File: src/rtl/fetch_unit_if.sv
// Fetch unit bus bundle: icache request/response, branch redirect, decoder handshake, status and counters.
interface fetch_unit_if;
    logic        ic_en;
    logic [15:0] ic_addr;
    logic [15:0] ic_ir;
    logic        br_valid;
    logic [15:0] br_target;
    logic        inst_valid;
    logic [15:0] inst_data;
    logic [15:0] inst_pc;
    logic        inst_ready;
    logic        halted;
    logic [15:0] perf_issue_cnt;
    logic [15:0] perf_stall_cnt;

    modport master (
        output ic_en, ic_addr, inst_valid, inst_data, inst_pc, halted,
               perf_issue_cnt, perf_stall_cnt,
        input  ic_ir, br_valid, br_target, inst_ready
    );

    modport slave (
        input  ic_en, ic_addr, inst_valid, inst_data, inst_pc, halted,
               perf_issue_cnt, perf_stall_cnt,
        output ic_ir, br_valid, br_target, inst_ready
    );
endinterface

File: src/rtl/fetch_unit.sv
// Instruction fetch: issues icache reads, buffers {pc,instr}, hands off on valid/ready; instr visible 2 cycles after issue.
// Issue throttles on buffer+inflight occupancy; hlt drains then idles; FETCH_PERF_EN adds saturating issue/stall counters.
module fetch_unit #(
    parameter int          DEPTH      = 2,
    parameter logic [15:0] RESET_PC   = 16'h0000,
    parameter logic [4:0]  HLT_OPCODE = 5'b11111
) (
    input logic          clk,
    input logic          rst_n,
    fetch_unit_if.master fif
);
    localparam int PW = (DEPTH > 2) ? 2 : 1;
    localparam int CW = 3;

    localparam logic [1:0] ST_RUN    = 2'd0;
    localparam logic [1:0] ST_DRAIN  = 2'd1;
    localparam logic [1:0] ST_HALTED = 2'd2;

    logic [1:0]    state_q, state_d;
    logic [15:0]   fetch_pc_q, fetch_pc_d;
    logic          inflight_q, inflight_d;
    logic [15:0]   infl_pc_q, infl_pc_d;
    logic [CW-1:0] count_q, count_d;
    logic [PW-1:0] rd_ptr_q, rd_ptr_d;
    logic [PW-1:0] wr_ptr_q, wr_ptr_d;
    logic          halted_q, halted_d;
    logic [15:0]   buf_pc_q [DEPTH];
    logic [15:0]   buf_ir_q [DEPTH];

    logic          inst_valid;
    logic          pop;
    logic          issue;
    logic          capture;
    logic          is_hlt;
    logic          wr_en;
    logic [CW-1:0] occ;

    function automatic logic [PW-1:0] ptr_inc(input logic [PW-1:0] p);
        return (p == PW'(DEPTH - 1)) ? '0 : p + 1'b1;
    endfunction

    assign inst_valid = (count_q != '0) && (state_q != ST_HALTED);
    assign pop        = inst_valid && fif.inst_ready;
    assign capture    = inflight_q;
    assign is_hlt     = capture && (fif.ic_ir[15:11] == HLT_OPCODE);

    // Room is judged after this cycle's pop, so a full pipe with a consuming decoder keeps issuing.
    assign occ   = count_q + CW'(inflight_q) - CW'(pop);
    assign issue = rst_n && (state_q == ST_RUN) && !fif.br_valid && (occ < CW'(DEPTH));

    assign fif.ic_en      = issue;
    assign fif.ic_addr    = fetch_pc_q;
    assign fif.inst_valid = inst_valid;
    assign fif.inst_data  = buf_ir_q[rd_ptr_q];
    assign fif.inst_pc    = buf_pc_q[rd_ptr_q];
    assign fif.halted     = halted_q;

    always_comb begin
        state_d    = state_q;
        fetch_pc_d = fetch_pc_q;
        inflight_d = 1'b0;
        infl_pc_d  = infl_pc_q;
        count_d    = count_q;
        rd_ptr_d   = rd_ptr_q;
        wr_ptr_d   = wr_ptr_q;
        halted_d   = halted_q;
        wr_en      = 1'b0;
        if (fif.br_valid) begin
            state_d    = ST_RUN;
            fetch_pc_d = fif.br_target;
            count_d    = '0;
            rd_ptr_d   = '0;
            wr_ptr_d   = '0;
            halted_d   = 1'b0;
        end else begin
            if (issue) begin
                fetch_pc_d = fetch_pc_q + 16'd1;
                inflight_d = 1'b1;
                infl_pc_d  = fetch_pc_q;
            end
            if (pop) begin
                rd_ptr_d = ptr_inc(rd_ptr_q);
            end
            if (capture) begin
                wr_en    = 1'b1;
                wr_ptr_d = ptr_inc(wr_ptr_q);
            end
            count_d = count_q + CW'(capture) - CW'(pop);
            // The fetch issued alongside the hlt capture is dropped; restart point is just past the hlt.
            if (is_hlt && (state_q == ST_RUN)) begin
                state_d    = ST_DRAIN;
                inflight_d = 1'b0;
                fetch_pc_d = infl_pc_q + 16'd1;
            end
            if ((state_q == ST_DRAIN) && pop && (count_q == CW'(1))) begin
                state_d  = ST_HALTED;
                halted_d = 1'b1;
            end
        end
    end

    always_ff @(posedge clk) begin
        if (!rst_n) begin
            state_q    <= ST_RUN;
            fetch_pc_q <= RESET_PC;
            inflight_q <= 1'b0;
            infl_pc_q  <= '0;
            count_q    <= '0;
            rd_ptr_q   <= '0;
            wr_ptr_q   <= '0;
            halted_q   <= 1'b0;
            for (int i = 0; i < DEPTH; i++) begin
                buf_pc_q[i] <= '0;
                buf_ir_q[i] <= '0;
            end
        end else begin
            state_q    <= state_d;
            fetch_pc_q <= fetch_pc_d;
            inflight_q <= inflight_d;
            infl_pc_q  <= infl_pc_d;
            count_q    <= count_d;
            rd_ptr_q   <= rd_ptr_d;
            wr_ptr_q   <= wr_ptr_d;
            halted_q   <= halted_d;
            if (wr_en) begin
                buf_pc_q[wr_ptr_q] <= infl_pc_q;
                buf_ir_q[wr_ptr_q] <= fif.ic_ir;
            end
        end
    end

`ifdef FETCH_PERF_EN
    logic [15:0] perf_issue_q;
    logic [15:0] perf_stall_q;
    logic        stall;

    assign stall = inst_valid && !fif.inst_ready;

    always_ff @(posedge clk) begin
        if (!rst_n) begin
            perf_issue_q <= '0;
            perf_stall_q <= '0;
        end else begin
            if (issue && (perf_issue_q != 16'hFFFF)) begin
                perf_issue_q <= perf_issue_q + 16'd1;
            end
            if (stall && (perf_stall_q != 16'hFFFF)) begin
                perf_stall_q <= perf_stall_q + 16'd1;
            end
        end
    end

    assign fif.perf_issue_cnt = perf_issue_q;
    assign fif.perf_stall_cnt = perf_stall_q;
`else
    assign fif.perf_issue_cnt = 16'h0000;
    assign fif.perf_stall_cnt = 16'h0000;
`endif
endmodule

File: src/flat_wrapper.sv
// flat-port wrapper written by rule: the top's interface ports become plain ports
module fetch_unit_flat 
#(
    parameter int          DEPTH      = 2,
    parameter logic [15:0] RESET_PC   = 16'h0000,
    parameter logic [4:0]  HLT_OPCODE = 5'b11111
)
  (clk, rst_n, fif_ic_en, fif_ic_addr, fif_inst_valid, fif_inst_data, fif_inst_pc, fif_halted, fif_perf_issue_cnt, fif_perf_stall_cnt, fif_ic_ir, fif_br_valid, fif_br_target, fif_inst_ready);
  fetch_unit_if fif_i ();
  input logic clk;
  input logic rst_n;
  output wire logic [$bits(fif_i.ic_en)-1:0] fif_ic_en;
  output wire logic [$bits(fif_i.ic_addr)-1:0] fif_ic_addr;
  output wire logic [$bits(fif_i.inst_valid)-1:0] fif_inst_valid;
  output wire logic [$bits(fif_i.inst_data)-1:0] fif_inst_data;
  output wire logic [$bits(fif_i.inst_pc)-1:0] fif_inst_pc;
  output wire logic [$bits(fif_i.halted)-1:0] fif_halted;
  output wire logic [$bits(fif_i.perf_issue_cnt)-1:0] fif_perf_issue_cnt;
  output wire logic [$bits(fif_i.perf_stall_cnt)-1:0] fif_perf_stall_cnt;
  input wire logic [$bits(fif_i.ic_ir)-1:0] fif_ic_ir;
  input wire logic [$bits(fif_i.br_valid)-1:0] fif_br_valid;
  input wire logic [$bits(fif_i.br_target)-1:0] fif_br_target;
  input wire logic [$bits(fif_i.inst_ready)-1:0] fif_inst_ready;
  assign fif_ic_en = fif_i.ic_en;
  assign fif_ic_addr = fif_i.ic_addr;
  assign fif_inst_valid = fif_i.inst_valid;
  assign fif_inst_data = fif_i.inst_data;
  assign fif_inst_pc = fif_i.inst_pc;
  assign fif_halted = fif_i.halted;
  assign fif_perf_issue_cnt = fif_i.perf_issue_cnt;
  assign fif_perf_stall_cnt = fif_i.perf_stall_cnt;
  assign fif_i.ic_ir = fif_ic_ir;
  assign fif_i.br_valid = fif_br_valid;
  assign fif_i.br_target = fif_br_target;
  assign fif_i.inst_ready = fif_inst_ready;
  fetch_unit #(.DEPTH(DEPTH), .RESET_PC(RESET_PC), .HLT_OPCODE(HLT_OPCODE)) u_core (.clk(clk), .rst_n(rst_n), .fif(fif_i));
endmodule
File: config.mk
export PLATFORM = sky130hd
export DESIGN_NAME = fetch_unit_flat
export DESIGN_NICKNAME = d
export VERILOG_FILES = /design/src/rtl/fetch_unit_if.sv /design/src/rtl/fetch_unit.sv /design/src/flat_wrapper.sv
export SDC_FILE = /design/constraint.sdc
export NUM_CORES = 1
export LEC_CHECK = 0
export ABC_AREA = 1
export CORE_MARGIN = 3
export CORE_UTILIZATION = 36
export CTS_CLUSTER_SIZE = 12
export DETAILED_ROUTE_END_ITERATION = 8
export GPL_TIMING_DRIVEN = 0
export PLACE_DENSITY = 0.58
export SETUP_SLACK_MARGIN = 0.05
export SYNTH_ARGS = -nofsm -noshare
export SYNTH_HDL_FRONTEND = slang
export SYNTH_SLANG_ARGS = --single-unit
File: constraint.sdc
create_clock -name clk -period 3 [get_ports clk]
set_input_delay 0.6 -clock clk [delete_from_list [all_inputs] [get_ports clk]]
set_output_delay 0.6 -clock clk [all_outputs]
set_load 0.02 [all_outputs]
==> results of run 1 <==
## metrics by stage
step | instance area, µm² | power, mW | setup TNS (ns) | util [%]
after floorplan | 5643 | 2.342 | 0 | -
after global placement | 6724 | 2.659 | -42.40 | 45.57
after detailed placement | 6729 | 2.673 | -11.26 | 45.61
after CTS | 7161 | 3.977 | -0.1274 | 48.53
after global routing | 7198 | 4.157 | -0.2530 | 48.79
final | 7198 | 3.971 | -0.1406 | 48.79
## registers in the layout, indices dropped and copies added (netlist names), named ones only
| register | cells |
|---|---|
| u_core.fif.ic_addr | 16 |
| u_core.count_q | 3 |
| u_core.rd_ptr_q | 1 |
| u_core.infl_pc_q | 16 |
| u_core.buf_ir_q | 32 |
| u_core.state_q | 2 |
| u_core.capture | 1 |
| u_core.fif.halted | 1 |
| u_core.buf_pc_q | 32 |
| u_core.wr_ptr_q | 1 |
## power breakdown
part	leakage [nW]	switching (mW)	internal, mW
Sequential	1.01	0.0769	1.67
Combinational	1.81	0.568	0.411
Clock	0.147	0.524	0.722
## cell usage after synthesis (3+ instances only)
master,number,area share (%)
a21oi_1,41,3.7
nand3_1,42,3.8
o21ai_0,26,2.4
nand4_1,3,0.34
nand2_4,5,1.0
inv_1,60,4.1
nor2_4,6,1.2
nand3_4,3,0.95
dfxtp_1,42,15
nor2_2,4,0.45
buf_4,34,4.6
xor2_1,4,0.63
buf_2,5,0.45
nand2_2,6,0.68
inv_2,7,0.48
nand2_1,100,6.8
edfxtp_1,64,35
clkbuf_1,14,0.95
ha_1,3,0.68
nor2_1,95,6.5
buf_1,3,0.20
mux2_2,32,6.5
## what timing repair did
action / CTS / global route
setup endpoints to repair: 34 / 14
gates resized for setup: 27 / 13
buffers inserted: 9 / 1
pin swaps: 6 / 8
## critical path: cells and delay by family, from the launching register on
family / cells / cell delay, ns
AOI/OAI and AO/OA: 1 / 0.08
adders and majority gates: 3 / 0.88
DFF: 1 / 0.35
and+or+nand+nor: 4 / 0.52
buffers and inverters: 5 / 0.36
## cell type report
cell class / count / area (µm²)
Fill cell: 1432 / 7556
Sequential cell: 106 / 2771
Multi-Input combinational cell: 419 / 2307
Timing Repair Buffer: 95 / 925.9
Buffer: 58 / 387.9
Inverter: 68 / 267.8
Tap cell: 184 / 230.2
Clock buffer: 9 / 225.2
Clock inverter: 6 / 82.58
## cell usage in the layout (no fill, tap or decap), drive strengths merged
cell / n
nand2: 111
nor2: 106
clkdlybuf4s50: 83
inv: 67
edfxtp: 64
buf: 56
nand3: 47
a21oi: 43
dfxtp: 42
mux2: 32
conb: 32
o21ai: 29
clkbuf: 22
xor2: 4
nand4: 3
ha: 3
clkinv: 3
a311oi: 2
bufinv: 2
nor3: 2
clkinvlp: 2
a22oi: 1
xnor2: 1
o211ai: 1
or2: 1
fa: 1
dlygate4sd2: 1
## routing by layer
layer	global-route usage (%)	vias to the layer above	wire, µm
met5	0	-	0
li1	-	2234	-
met3	2.865	18	800
met4	6.907	0	308
met2	27.15	159	6338
met1	21.72	2082	6385
## cells by family (layout without fill, tap and decap cells)
| kind of cell | after synthesis | in the layout | synth area share [%] |
|---|---|---|---|
| buffers and inverters | 126 | 236 | 11.32 |
| AND/OR/NAND/NOR | 270 | 270 | 22.86 |
| adder cells (fa/ha/maj) | 4 | 4 | 1.043 |
| XOR/XNOR | 5 | 5 | 0.7936 |
| AO/OA/AOI/OAI | 76 | 76 | 7.324 |
| flip-flops | 106 | 106 | 50.07 |
| multiplexers | 32 | 32 | 6.531 |
| other | 1 | 32 | 0.06796 |
## how the worst max path moves through the flow
stage,startpoint,end,slack [ns],cells after the start
after detailed placement,fif_inst_ready,fif_ic_en,-1.02,12
after floorplan,u_core.count_q[1],fif_ic_en,0.06,12
after global placement,fif_inst_ready,fif_ic_en,-0.97,12
after CTS,u_core.count_q[2],fif_ic_en,-0.13,13
after global routing,u_core.count_q[1],fif_ic_en,-0.25,13
final,u_core.count_q[1],fif_ic_en,-0.14,13
==> flow_metrics.tcl, run 1 <==
set metrics [dict create \
    syn-mean-instance-area_um2 8.900 \
    crit_chain "nor2_4 > a22oi_2 > nand2_2 > inv_2 > ha_4 > inv_4 > ha_4 > fa_1 > nor3_2 > nand2_2 > buf_8 > clkinv_4 > buf_6" \
    clockBufferDepth 2 \
    hold_viol 0 \
    cts.sinks 106 \
    drt_iter0_drc 339 \
    worst-r2r-cell-count 16 \
    die_w_um 129.8 \
    vias 4493 \
    hold_path.class "register to register" \
    pre_cts_slack_ns -1.016 \
    placed_cells 920 \
    synth_cell_type_count 38 \
    synth-main-ff-cell "edfxtp_1" \
    ys_warn_count 0 \
    hp-start "u_core.fif.halted" \
    status "finished with violations" \
    critPathKind "register to primary output" \
    syn-cell-area_mm2 0.005518 \
    timing.final.crit_share_pct 104.7 \
    slew_headroom_pct 46.34 \
    drv_cap 0 \
    whs_path_depth 2 \
    grt_usage_pct 16.56 \
    async_flop_share_pct 0 \
    cp_slowest_stage_delay_ns 0.47 \
    synth_seq_cells 106 \
    min_period_ns 3.141 \
    finClkSkew_ns 0.005146 \
    fin_hold_ws_ns 0.4631 \
    synth_edf_count 64 \
    cpMaxStageDelayCell "fa_1" \
    r2r_setup_slack_ns 0.25 \
    cp-start-kind "register" \
    p_leak_nw 2.973 \
    route.final.wire_length_um 13830 \
    antenna_found_initial 0 \
    rsz0062_at_grt "true" \
    routed_via_density 4.754 \
    initial_core_util_pct 37.40 \
    hold_end "u_core.fif.halted" \
    num_rows 44 \
    hpwl_um 10080 \
    insertion_delay_ns 0.35 \
    cts_tree "built" \
    cp.arrival_ns 2.54 \
    cp.required_ns 2.40 \
    clk_pin_slew_ns 0.07 \
    ios 119 \
    violations "setup timing" \
    design.die.area_mm2 0.01685 \
    area.growth.synth_to_final_pct 30.45 \
    firstDrtPassIters 5 \
    grt_overflow 0 \
    n_antenna_cell 0 \
    grt_pass1_vias 4497 \
    ir_worst_vdd_uv 294.9 \
    wire_per_inst_um 14.64 \
    htree_levels 3 \
    nets 797 \
    worst_slew_pin_slew_ns 0.8020 \
    drc 0 \
    drive_above_1_share_pct 21.29 \
    drtAntennaViolNets 0 \
    syn_inst 620 \
    rr_endpoint "u_core.fif.ic_addr[10]" \
    grt_max_degree 33 \
    die_h_um 129.8 \
    worst_slack_ns -0.1406 \
    max_freq_mhz 318.4 \
    grt_pass1_wl_um 22040 \
    setup_viol 1 \
    cts-buffers-inserted 9 \
    ys_seq_area_share_pct 50.07 \
    finalNonFillerCells 945 \
    cts-root-buf "clkbuf_16" \
    reg2reg_from "u_core.count_q[1]" \
    cts_hold_buf 0 \
    end_kind "primary output" \
    io_buffers 85 \
    core_area_mm2 0.01475 \
    power.density_mw_per_mm2 551.6 \
    slew_viol_final 0 \
    crit_fanout 2 \
    gp_congestion 0.8308 \
]
Power figures use the tool's default switching activity.
==> run 2: changes to the inputs <==
Settings changed: ABC_AREA 1 to default, CORE_ASPECT_RATIO from default to 1.2.
==> flow_metrics.tcl, run 2 <==
set metrics [dict create \
    nets 682 \
    syn-mean-instance-area_um2 10.82 \
    insertion_delay_ns 0.34 \
    slew_headroom_pct 51.96 \
    critPathKind "register to primary output" \
    io_buffers 85 \
    final_common_cell "clkdlybuf4s50_1" \
    cp.required_ns 2.40 \
    final_cell_mix "clkdlybuf4s50_1 (78), and2_1 (66), edfxtp_1 (64)" \
    vias 3929 \
    gp_congestion 0.7973 \
    ios 119 \
    worst_slack_ns -0.2597 \
    clockBufferDepth 2 \
    n_antenna_cell 0 \
    synth_top_area_share_pct 35.60 \
    antenna_found_initial 0 \
    synthXorXnorAreaFrac_pct 4.635 \
    grt_overflow 0 \
    ys_seq_area_share_pct 51.17 \
    ir_worst_vdd_uv 239.9 \
    whs_path_depth 2 \
    post_synth_fa_ha_maj_area_fraction_pct 1.066 \
    finClkSkew_ns 0.006110 \
    synth-main-ff-cell "edfxtp_1" \
    setup_viol 1 \
    drv_cap 0 \
    crit_fanout 2 \
    cp-start-kind "register" \
    status "finished with violations" \
    synthSimpleGateAreaFrac_pct 18.47 \
    yosysMostFrequentCell "and2_1" \
    ys_top_cells_by_count "and2_1 (67), edfxtp_1 (64), nand2_1 (59)" \
    synth_compound_area_share_pct 8.019 \
    cts-buffers-inserted 9 \
    p_leak_nw 2.755 \
    fillers 1388 \
    hold_viol 0 \
    firstDrtPassIters 4 \
    syn_inst 499 \
    syn-cell-area_mm2 0.005399 \
    core_area_mm2 0.01453 \
    timing.final.crit_share_pct 108.7 \
    drc 0 \
    initial_core_util_pct 37.15 \
    num_rows 48 \
    grt_usage_pct 15.99 \
    wire_per_inst_um 15.33 \
    die_h_um 140.2 \
    fin_hold_ws_ns 0.4851 \
    clk_pin_slew_ns 0.07 \
    design.die.area_mm2 0.01651 \
    multi_input_area_mm2 0.002439 \
    synth_cell_type_count 48 \
    hpwl_um 9235 \
    routed_via_density 4.639 \
    synthTopCellsByArea "edfxtp_1 (36%), dfxtp_1 (16%), and2_1 (7.8%)" \
    cts-root-buf "clkbuf_16" \
    htree_levels 3 \
    slew_viol_final 0 \
    min_period_ns 3.260 \
    synth_edf_count 64 \
    worst_slew_pin_slew_ns 0.7191 \
    power.density_mw_per_mm2 539.2 \
    cp.arrival_ns 2.66 \
    drt_iter0_drc 194 \
    muxShareOfSynthArea_pct 8.946 \
    violations "setup timing" \
    post-route-util_pct 49.45 \
    max_freq_mhz 306.8 \
    drive_above_1_share_pct 21.33 \
    area.growth.synth_to_final_pct 33.12 \
    grt_pass1_vias 4019 \
    cts.sinks 106 \
    worst-r2r-cell-count 15 \
    synth_top_family_by_area "simple AND/OR/NAND/NOR gates" \
    ys_warn_count 0 \
    regArea_mm2 0.002775 \
    hold_path.class "register to register" \
    grt_max_degree 33 \
    synth_seq_cells 106 \
    async_flop_share_pct 0 \
    end_kind "primary output" \
    yosysTopAreaCell "edfxtp_1" \
    reg_top3 "u_core.buf_ir_q (32), u_core.buf_pc_q (32)" \
    grt_pass1_wl_um 21230 \
    drtAntennaViolNets 0 \
    rsz0062_at_grt "true" \
    die_w_um 117.8 \
    route.final.wire_length_um 12980 \
    cts_tree "built" \
]
-- run 2: changes by cell type after synthesis, moves of 9 or more --
cell      delta
xnor2_1     +18
o21ai_0     -17
a21boi_1     +9
nor2_1      -76
inv_1       -52
mux2i_1     +10
nand2_1     -41
a21oi_1     -30
nand3_1     -30
and2_1      +67
-- run 2: critical path, stage by stage, from the launching register on --
cell,delay (ns)
dfxtp_4,0.35
nor2_4,0.12
a22oi_2,0.07
and2_4,0.18
ha_4,0.26
inv_2,0.04
ha_4,0.15
fa_2,0.34
xnor3_1,0.23
nor4_4,0.24
nand2_4,0.12
clkinv_8,0.10
buf_8,0.11
-- run 2: area by class of cell --
type                            count  share of cell area (%)
Sequential cell                   106                   38.61
Inverter                            9                  0.6442
Clock inverter                      7                   1.079
Clock buffer                        9                   3.134
Buffer                             56                   5.205
Multi-Input combinational cell    358                   33.93
Tap cell                          200                   3.482
Timing Repair Buffer              102                   13.91
-- run 2: cells by family (layout without fill, tap and decap cells) --
family	count (synthesis)	in the layout
DFF	106	106
and+or+nand+nor	188	188
buffers and inverters	66	183
AOI/OAI and AO/OA	63	63
xor gates and xnor gates	27	27
other	1	32
adders and majority gates	4	4
muxes	44	44
-- run 2: stage by stage --
stage                     area [µm²]  cells  setup slack [ns]  setup TNS [ns]  power [mW]
final                           7187    847           -0.2597         -0.2597       3.875
after global placement          6645    815            -1.327          -68.23       2.607
after global routing            7187    847           -0.3921         -0.3921       4.053
after floorplan                 5544    530          -0.06340        -0.06340       2.293
after CTS                       7153    845           -0.2460         -0.2460       3.876
after detailed placement        6683    816            -1.336          -27.28       2.623
-- run 2: power breakdown --
group          internal (mW)  switching, mW  total [mW]
clock network          0.653          0.538        1.19
registers               1.64          0.108        1.75
logic                  0.454          0.479       0.933
-- run 2: timing repair --
| action | 4_1_cts | 5_1_grt |
|---|---|---|
| resized for setup | 33 | 12 |
| cloned | 0 | 1 |
| pin swaps | 11 | 2 |
| setup buffers | 14 | 2 |
| endpoints found under the setup margin | 88 | 26 |
| hold buffers | 0 | 0 |
-- run 2: worst paths after layout --
check                         start             endpoint  slack [ns]
setup / recovery  u_core.count_q[2]            fif_ic_en       -0.26
hold / removal    u_core.fif.halted    u_core.fif.halted        0.49
setup reg to reg  u_core.count_q[2]  u_core.infl_pc_q[2]        0.15
hold reg to reg   u_core.fif.halted    u_core.fif.halted        0.49
-- run 2: layer usage --
metal  GRT usage (%)  vias up  part of all wire, %
met4           5.494        0                  2.1
met1           19.99     1851                   44
met2           27.38      106                   49
met5               0        -                    0
li1                -     1955                    -
met3           3.554       17                  4.8
==> run 3: changes to the inputs <==
Settings changed: PLACE_DENSITY 0.58 to 0.6.
Clock period 3 ns to 2.65 ns, I/O delays scaled along.
==> flow_metrics.tcl, run 3 (synthesized netlist as in run 2, its figures left out) <==
set metrics [dict create \
    ir_worst_vdd_uv 284.9 \
    grt_usage_pct 15.94 \
    core_area_mm2 0.01453 \
    initial_core_util_pct 37.15 \
    hpwl_um 9396 \
    max_freq_mhz 315.9 \
    power.density_mw_per_mm2 594.8 \
    firstDrtPassIters 4 \
    grt_pass1_wl_um 21150 \
    cts-buffers-inserted 9 \
    wire_per_inst_um 15.47 \
    drv_cap 0 \
    route.final.wire_length_um 13150 \
    cts_tree "built" \
    p_total_mw 4.338 \
    nets 685 \
    clk_pin_slew_ns 0.06 \
    final_common_cell "clkdlybuf4s50_1" \
    reg_top3 "u_core.buf_ir_q (32), u_core.buf_pc_q (32)" \
    cp.required_ns 2.12 \
    violations "setup timing" \
    routed_via_density 4.679 \
    vias 3977 \
    critPathKind "register to primary output" \
    grt_pass1_vias 4087 \
    fillers 1357 \
    cts.sinks 106 \
    p_leak_nw 2.804 \
    worst-r2r-cell-count 15 \
    hold_viol 0 \
    rr_endpoint "u_core.fif.ic_addr[6]" \
    finClkSkew_ns 0.005341 \
    fin_hold_ws_ns 0.4752 \
    ios 119 \
    gp_congestion 0.8261 \
    setup_viol 17 \
    cp-start-kind "register" \
    clockBufferDepth 2 \
    cts-root-buf "clkbuf_16" \
    die_w_um 117.8 \
    end_kind "primary output" \
    insertion_delay_ns 0.34 \
    grt_overflow 0 \
    hp-start "u_core.fif.halted" \
    worst_slack_ns -0.5160 \
    n_antenna_cell 0 \
    design.die.area_mm2 0.01651 \
    whs_path_depth 2 \
    rsz0062_at_grt "true" \
    crit_fanout 2 \
    drc 0 \
    hold_end "u_core.fif.halted" \
    antenna_found_initial 0 \
    status "finished with violations" \
    worst_slew_pin_slew_ns 0.5708 \
    htree_levels 3 \
    reg2reg_from "u_core.count_q[2]" \
    num_rows 48 \
    slew_viol_final 0 \
    cp.arrival_ns 2.64 \
    cp-startpoint "u_core.count_q[2]" \
    timing.final.crit_share_pct 119.5 \
    drtAntennaViolNets 0 \
    io_buffers 85 \
    min_period_ns 3.166 \
    grt_max_degree 33 \
    slew_headroom_pct 61.95 \
    final_cell_mix "clkdlybuf4s50_1 (78), and2_1 (66), edfxtp_1 (64)" \
    r2r_setup_slack_ns -0.17 \
    die_h_um 140.2 \
    pre_cts_slack_ns -1.551 \
    drt_iter0_drc 224 \
    drive_above_1_share_pct 24.62 \
    hold_path.class "register to register" \
    area.growth.synth_to_final_pct 35.09 \
]
[run 3: changes by cell type in the layout (fill, tap and decap cells not counted), sizes merged, moves of 2 or more]
cell,previous run,this run
buf,61,64
clkbuf,22,30
clkdlybuf4s15,0,3
clkinv,4,1
clkinvlp,2,0
dlygate4sd2,6,2
[run 3: where the power goes]
group | total (mW) | switching [mW] | internal, mW
clock | 1.22 | 0.553 | 0.667
combinational | 1.13 | 0.566 | 0.560
sequential | 1.99 | 0.130 | 1.86
total | 4.34 | 1.25 | 3.09
[run 3: worst max path at each step]
| stage | endpoint | slack [ns] | cells after the start |
|---|---|---|---|
| 2_1_floorplan | fif_ic_en | -0.34 | 12 |
| 3_3_place_gp | fif_ic_en | -1.52 | 12 |
| 3_5_place_dp | fif_ic_en | -1.55 | 12 |
| 4_1_cts | fif_ic_en | -0.55 | 13 |
| 5_1_grt | fif_ic_en | -0.63 | 13 |
| 6_report | fif_ic_en | -0.52 | 13 |
[run 3: worst max-delay path: stages (launching register included)]
cell and delay (ns):
dfxtp_2 0.33, nor2_4 0.12, a22oi_2 0.08, and2_4 0.18, ha_4 0.25, inv_2 0.03, ha_4 0.14, fa_2 0.33
xnor3_1 0.23, nor4_4 0.22, nand2_4 0.09, clkinv_4 0.07, buf_8 0.10, buf_6 0.11
[run 3: layout make-up]
type	instances	area [µm²]	share of cell area, %
Timing Repair Buffer	105	1030	14.12
Clock buffer	16	261.5	3.586
Inverter	9	38.79	0.5318
Sequential cell	106	2774	38.03
Buffer	56	396.6	5.438
Multi-Input combinational cell	358	2542	34.86
Tap cell	200	250.2	3.431
[run 3: per-stage QoR]
stage	utilization, %	setup TNS, ns	cell area [µm²]	instances
floorplan	-	-1.883	5597	530
global placement	46.08	-98.67	6698	815
detailed placement	46.29	-56.92	6728	816
CTS	49.57	-2.202	7204	847
global route	50.18	-5.447	7293	850
finish	50.18	-2.372	7293	850
[run 3: per-layer routing]
layer / vias to the layer above / share of wire (%) / routed length, µm / GRT usage [%]
met2: 131 / 51 / 6705 / 28.26
li1: 1967 / - / - / -
met1: 1870 / 43 / 5591 / 19.57
met5: - / 0 / 0 / 0
met4: 0 / 1.2 / 154 / 4.259
met3: 9 / 5.3 / 698 / 3.635
[run 3: repair_timing]
item / in CTS / in global routing
endpoints found under the setup margin: 96 / 61
pin swaps: 13 / 8
setup buffers: 14 / 3
gates resized for setup: 52 / 26
hold buffers: 0 / 0
gates cloned: 2 / 0
